File: config.mk
export PLATFORM = sky130hd
export DESIGN_NAME = instruction_fetch
export DESIGN_NICKNAME = d
export VERILOG_FILES = /design/src/rtl/instruction_fetch.sv
export SDC_FILE = /design/constraint.sdc
export NUM_CORES = 1
export LEC_CHECK = 0
export CAP_MARGIN = 20
export CELL_PAD_IN_SITES_DETAIL_PLACEMENT = 1
export CELL_PAD_IN_SITES_GLOBAL_PLACEMENT = 1
export CORE_MARGIN = 8
export CORE_UTILIZATION = 30
export DETAILED_ROUTE_END_ITERATION = 6
export GPL_ROUTABILITY_DRIVEN = 0
export PLACE_DENSITY_LB_ADDON = 0.2
export SETUP_SLACK_MARGIN = 0.02
export SLEW_MARGIN = 10
export SYNTH_ARGS = -nofsm -noshare
export SYNTH_HDL_FRONTEND = slang
export SYNTH_SLANG_ARGS = --single-unit
File: constraint.sdc
create_clock -name clk -period 1.9 [get_ports clk]
set_input_delay 0.285 -clock clk [delete_from_list [all_inputs] [get_ports clk]]
set_output_delay 0.285 -clock clk [all_outputs]
set_load 0.02 [all_outputs]
File: src/rtl/instruction_fetch.sv
// ============================================================================
// Module   : instruction_fetch
// Purpose  : Word-addressed instruction fetch with stall hold, jump redirect
//            and drain of an in-flight request after a redirect.
// Revision : 1.0 - initial release
// ============================================================================
`default_nettype none

module instruction_fetch #(
    parameter logic [31:0] RESET_VECTOR = 32'h0000_0000
) (
    input  logic        clk,
    input  logic        rst_n,
    input  logic        stall,
    input  logic        jump,
    input  logic        pcLoadImmediate,
    input  logic [31:0] immediateVal,
    input  logic [31:0] regTarget,
    output logic        imem_req,
    output logic [31:0] imem_addr,
    input  logic        imem_ack,
    input  logic [31:0] imem_rdata,
    output logic [31:0] instruction,
    output logic [31:0] instructionAddress,
    output logic        instr_valid,
    output logic [31:0] linkAddress
);

    typedef enum logic [1:0] {
        ST_START = 2'd0,
        ST_FETCH = 2'd1,
        ST_DRAIN = 2'd2
    } state_t;

    localparam logic [31:0] C_NOP = 32'h0000_0000;

    state_t      state_q, state_d;
    logic [31:0] pc_q, pc_d;
    logic [31:0] target_q, target_d;
    logic [31:0] instr_q, instr_d;
    logic [31:0] iaddr_q, iaddr_d;
    logic        valid_q, valid_d;

    logic        w_req;
    logic        w_ack;
    logic        w_consume;
    logic        w_redirect;
    logic [31:0] w_target;

    assign w_consume  = valid_q && !stall;
    assign w_redirect = jump && w_consume;
    assign w_target   = pcLoadImmediate ? immediateVal : regTarget;
    assign w_ack      = w_req && imem_ack;

    always_comb begin
        state_d  = state_q;
        pc_d     = pc_q;
        target_d = target_q;
        instr_d  = instr_q;
        iaddr_d  = iaddr_q;
        valid_d  = valid_q;
        w_req    = 1'b0;

        case (state_q)
            ST_START: begin
                state_d = ST_FETCH;
            end

            ST_FETCH: begin
                w_req = !(valid_q && stall);
                if (w_redirect) begin
                    valid_d = 1'b0;
                    instr_d = C_NOP;
                    // An un-acked request must complete on the bus before
                    // the address may move, so park the target until then.
                    if (w_ack) begin
                        pc_d = w_target;
                    end else begin
                        target_d = w_target;
                        state_d  = ST_DRAIN;
                    end
                end else if (w_ack) begin
                    instr_d = imem_rdata;
                    iaddr_d = pc_q;
                    valid_d = 1'b1;
                    pc_d    = pc_q + 32'd1;
                end else if (w_consume) begin
                    valid_d = 1'b0;
                    instr_d = C_NOP;
                end
            end

            ST_DRAIN: begin
                w_req = 1'b1;
                if (imem_ack) begin
                    pc_d    = target_q;
                    state_d = ST_FETCH;
                end
            end

            default: begin
                state_d = ST_START;
            end
        endcase
    end

    always_ff @(posedge clk) begin
        if (!rst_n) begin
            state_q  <= ST_START;
            pc_q     <= RESET_VECTOR;
            target_q <= RESET_VECTOR;
            instr_q  <= C_NOP;
            iaddr_q  <= 32'h0000_0000;
            valid_q  <= 1'b0;
        end else begin
            state_q  <= state_d;
            pc_q     <= pc_d;
            target_q <= target_d;
            instr_q  <= instr_d;
            iaddr_q  <= iaddr_d;
            valid_q  <= valid_d;
        end
    end

    assign imem_req           = rst_n && w_req;
    assign imem_addr          = pc_q;
    assign instruction        = instr_q;
    assign instructionAddress = iaddr_q;
    assign instr_valid        = valid_q;
    assign linkAddress        = iaddr_q + 32'd1;

endmodule

`default_nettype wire
==> run_results.csv <==
group,metric,value,unit
critical_path,max_stage_delay,0.40,ns
timing,fmax,413,MHz
critical_path,crit_top_cell,"buf_6",
job,max-cap-violations,0,
place,io_buffers,231,
critical_path,r2r-start,"state_q[1]$_SDFFE_PN0P_",
yosys,synth_top_family_by_area,"compound AO/OA/AOI/OAI gates",
timing,slew_headroom,65.9,%
critical_path,crit_path_end_kind,"primary output",
detailed_routing,routedWlPerCell,21.3,um
yosys,syn_avg_cell_area,8.12,um^2
yosys,synth_edf_count,0,
critical_path,required,1.62,ns
global_route,grt_usage,20.3,%
yosys,synthArstFlopShare,0,%
timing,min_period,2.42,ns
critical_path,r2r_slack,-0.05,ns
cells_and_area,diodes,0,
detailed_routing,drt.antenna.violating_nets,0,
floorplanning,die_w,167,um
floorplanning,rows,55,
clocking,root_buffer,"clkbuf_16",
critical_path,path_class,"reg -> out",
timing,finalWorstSetupSlack,-0.521,ns
place,hpwl,21600,um
detailed_routing,num_vias,8068,
timing,post-route-period-util,127,%
yosys,syn-cell-area,6870,um^2
clocking,cts_buffer_depth,2,
clocking,cts-buffers-inserted,17,
detailed_routing,wl,32400,um
cells_and_area,finalNonFillerCells,1521,
cells_and_area,area_delta_synth_final,82.3,%
power_and_ir_drop,peakVddDrop,0.569,mV
min_path,min_path_type,"in -> reg",
global_route,grt_pass1_wl,46200,um
yosys,ys.warnings.count,0,
critical_path,cp_num_buf_inv,3,
global_route,grt.overflow.total,0,
detailed_routing,drtIter0Drc,407,
yosys,synth.largest_area_cell,"dfxtp_1",
timing,finalMaxSlewViolations,0,
timing,clock_skew,0.00946,ns
cells_and_area,final_common_cell,"clkdlybuf4s50_1",
global_route,grt_max_degree,52,
run_status,violations,"negative setup slack",
critical_path,crit_family,"simple AND/OR/NAND/NOR gates",
floorplanning,die_y,167,um
floorplanning,start_util,30.5,%
global_route,antenna_found_initial,0,
floorplanning,pin_count,232,
place,dp_cells,1446,
timing,fin_setup_tns,-10.68,ns
cells_and_area,nets,1331,
timing,worst_pin_slew,0.498,ns
yosys,synth_area_leaders,"dfxtp_1 (38%), nand2_1 (6.3%), a21oi_1 (5.9%), mux2i_1 (5.0%), nor2_1 (4.7%)",
yosys,ys.flop_type,"dfxtp_1",
critical_path,cp-start-kind,"register",
power_and_ir_drop,powerDensity,647,nW/um^2
yosys,synth_cell_type_count,60,
power_and_ir_drop,total_leakage_power,5.09,nW
yosys,synth-xor-area-share,5.48,%
global_route,first_global_vias,8174,
detailed_routing,drt_pass1_iterations,5,
timing,setup_violations,47,
yosys,post_synth_fa_ha_maj_area_fraction,1.09,%
yosys,synth_compound_area_share,22.8,%
yosys,ys_ff_latch,131,
critical_path,crit_path_top_delay_cell,"or3_4",
critical_path,crit_start,"instructionAddress[4]$_SDFFE_PN0P_",
clocking,cts_tree,"yes",
yosys,synthMuxAreaShare,5.11,%
timing,rsz0062_at_grt,"true",
critical_path,critPathArrivalTime,2.14,ns
floorplanning,dieArea,28000,um^2
detailed_routing,via_per_inst,5.30,
run_status,status,"finished with violations",
yosys,synth_seq_area_share,38.2,%
critical_path,path_cells,"nand4_1 -> or3_4 -> buf_6 -> nor2_4 -> buf_6 -> nand3_4 -> xnor2_2 -> buf_4",
clocking,clkTransAtPathRegs,0.06,ns
floorplanning,coreArea,22600,um^2
yosys,synthSimpleGateAreaFrac,22.4,%
clocking,htree_levels,4,
yosys,syn-num-nets,955,
yosys,yosysTopAreaCellShare,38.2,%
yosys,netlist_instances,847,
timing,hold_viol_final,0,
critical_path,cp_max_fo,6,
cells_and_area,drive_gt1_share,34.5,%
min_path,min-delay-start,"imem_rdata[27]",
cells_and_area,mostFrequentLayoutCells,"clkdlybuf4s50_1 (177), buf_4 (174), dfxtp_1 (102)",
detailed_routing,drc,0,
clocking,clkSinkCount,131,
clocking,insertion_delay,0.42,ns
[routing by layer]
metal / track usage (%) / wire length [um] / part of all wire, %
met1: 25.7 / 13500 / 42
met4: 5.01 / 626 / 1.9
met2: 34.4 / 16600 / 51
met3: 4.56 / 1690 / 5.2
met5: 0 / 0 / 0
[worst paths after layout]
path,to,cells after the start
worst max-delay path,linkAddress[11],8
worst min-delay path,instruction[27]$_SDFFE_PN0P_,3
worst max register to register,instructionAddress[29]$_SDFFE_PN0P_,9
worst min register to register,target_q[8]$_SDFFE_PN0P_,2
[cells by family after synthesis]
group,Yosys count
fa+ha+maj,6
mux,35
xor+xnor,43
compound gates,236
buf+inv,78
simple gates,318
flops,131
[through the flow]
step	utilization [%]	worst slack (ns)	area [um^2]	power [mW]	hold slack, ns
2_1_floorplan	-	0.0115	7080	3.57	0.448
3_3_place_gp	47.8	-0.462	10800	4.40	0.470
3_5_place_dp	47.8	-0.514	10800	4.43	0.484
4_1_cts	51.8	-0.684	11700	7.92	0.487
5_1_grt	55.5	-0.627	12500	8.39	0.502
6_report	55.5	-0.521	12500	8.10	0.495
[worst min-delay path: cells and delay by family]
kind / cells / cell delay, ns
AO/OA/AOI/OAI: 1 / 0.07
buffers and inverters: 1 / 0.45
AND/OR/NAND/NOR: 1 / 0.07
[cell type report]
class,instances,area [um^2]
inverter,10,43.8
clock buffer,18,429
timing repair buffer,425,4170
clock inverter,14,180
tap,285,357
sequential,131,2670
fill,2538,10000
multi-input combinational,638,4680
[synth_stat cells, drive strengths merged, types with 2 or more instances]
library cell	number
dfxtp	131
nand2	116
nor2	86
a21oi	81
a211oi	40
nand3	36
clkbuf	35
mux2i	34
xnor2	34
buf	33
a22oi	32
o21ai	26
nor3	15
nand4	14
and3	11
and4	10
inv	9
xor2	9
a31oi	8
nand2b	7
ha	6
nor4	6
a311oi	5
o211a	5
o221a	5
o22ai	5
a2111oi	4
and2	4
nor2b	4
o211ai	4
or3	4
a21o	3
a221oi	3
o21a	3
a2111o	2
and3b	2
o311ai	2
o31ai	2
[state kept, by name (all words and copies together) (netlist names)]
name,flops
imem_addr,32
instr_valid,1
instruction,32
instructionAddress,32
state_q,2
target_q,32
[report_power, final]
group	leakage (nW)	internal, mW	switching (mW)	total (mW)
Combinational	3.73	0.877	0.865	1.74
Clock	0.291	2.08	1.37	3.46
Sequential	1.07	2.83	0.0760	2.90
[what timing repair did]
item                                    4_1_cts  5_1_grt
endpoints found under the setup margin       58       73
buffers inserted                             15       22
gates cloned                                  2       10
hold buffers                                  0        0
pin swaps                                    22       62
hold endpoints to repair                      0        0
gates resized for setup                     203      140
(Power assumes the default switching activity.)
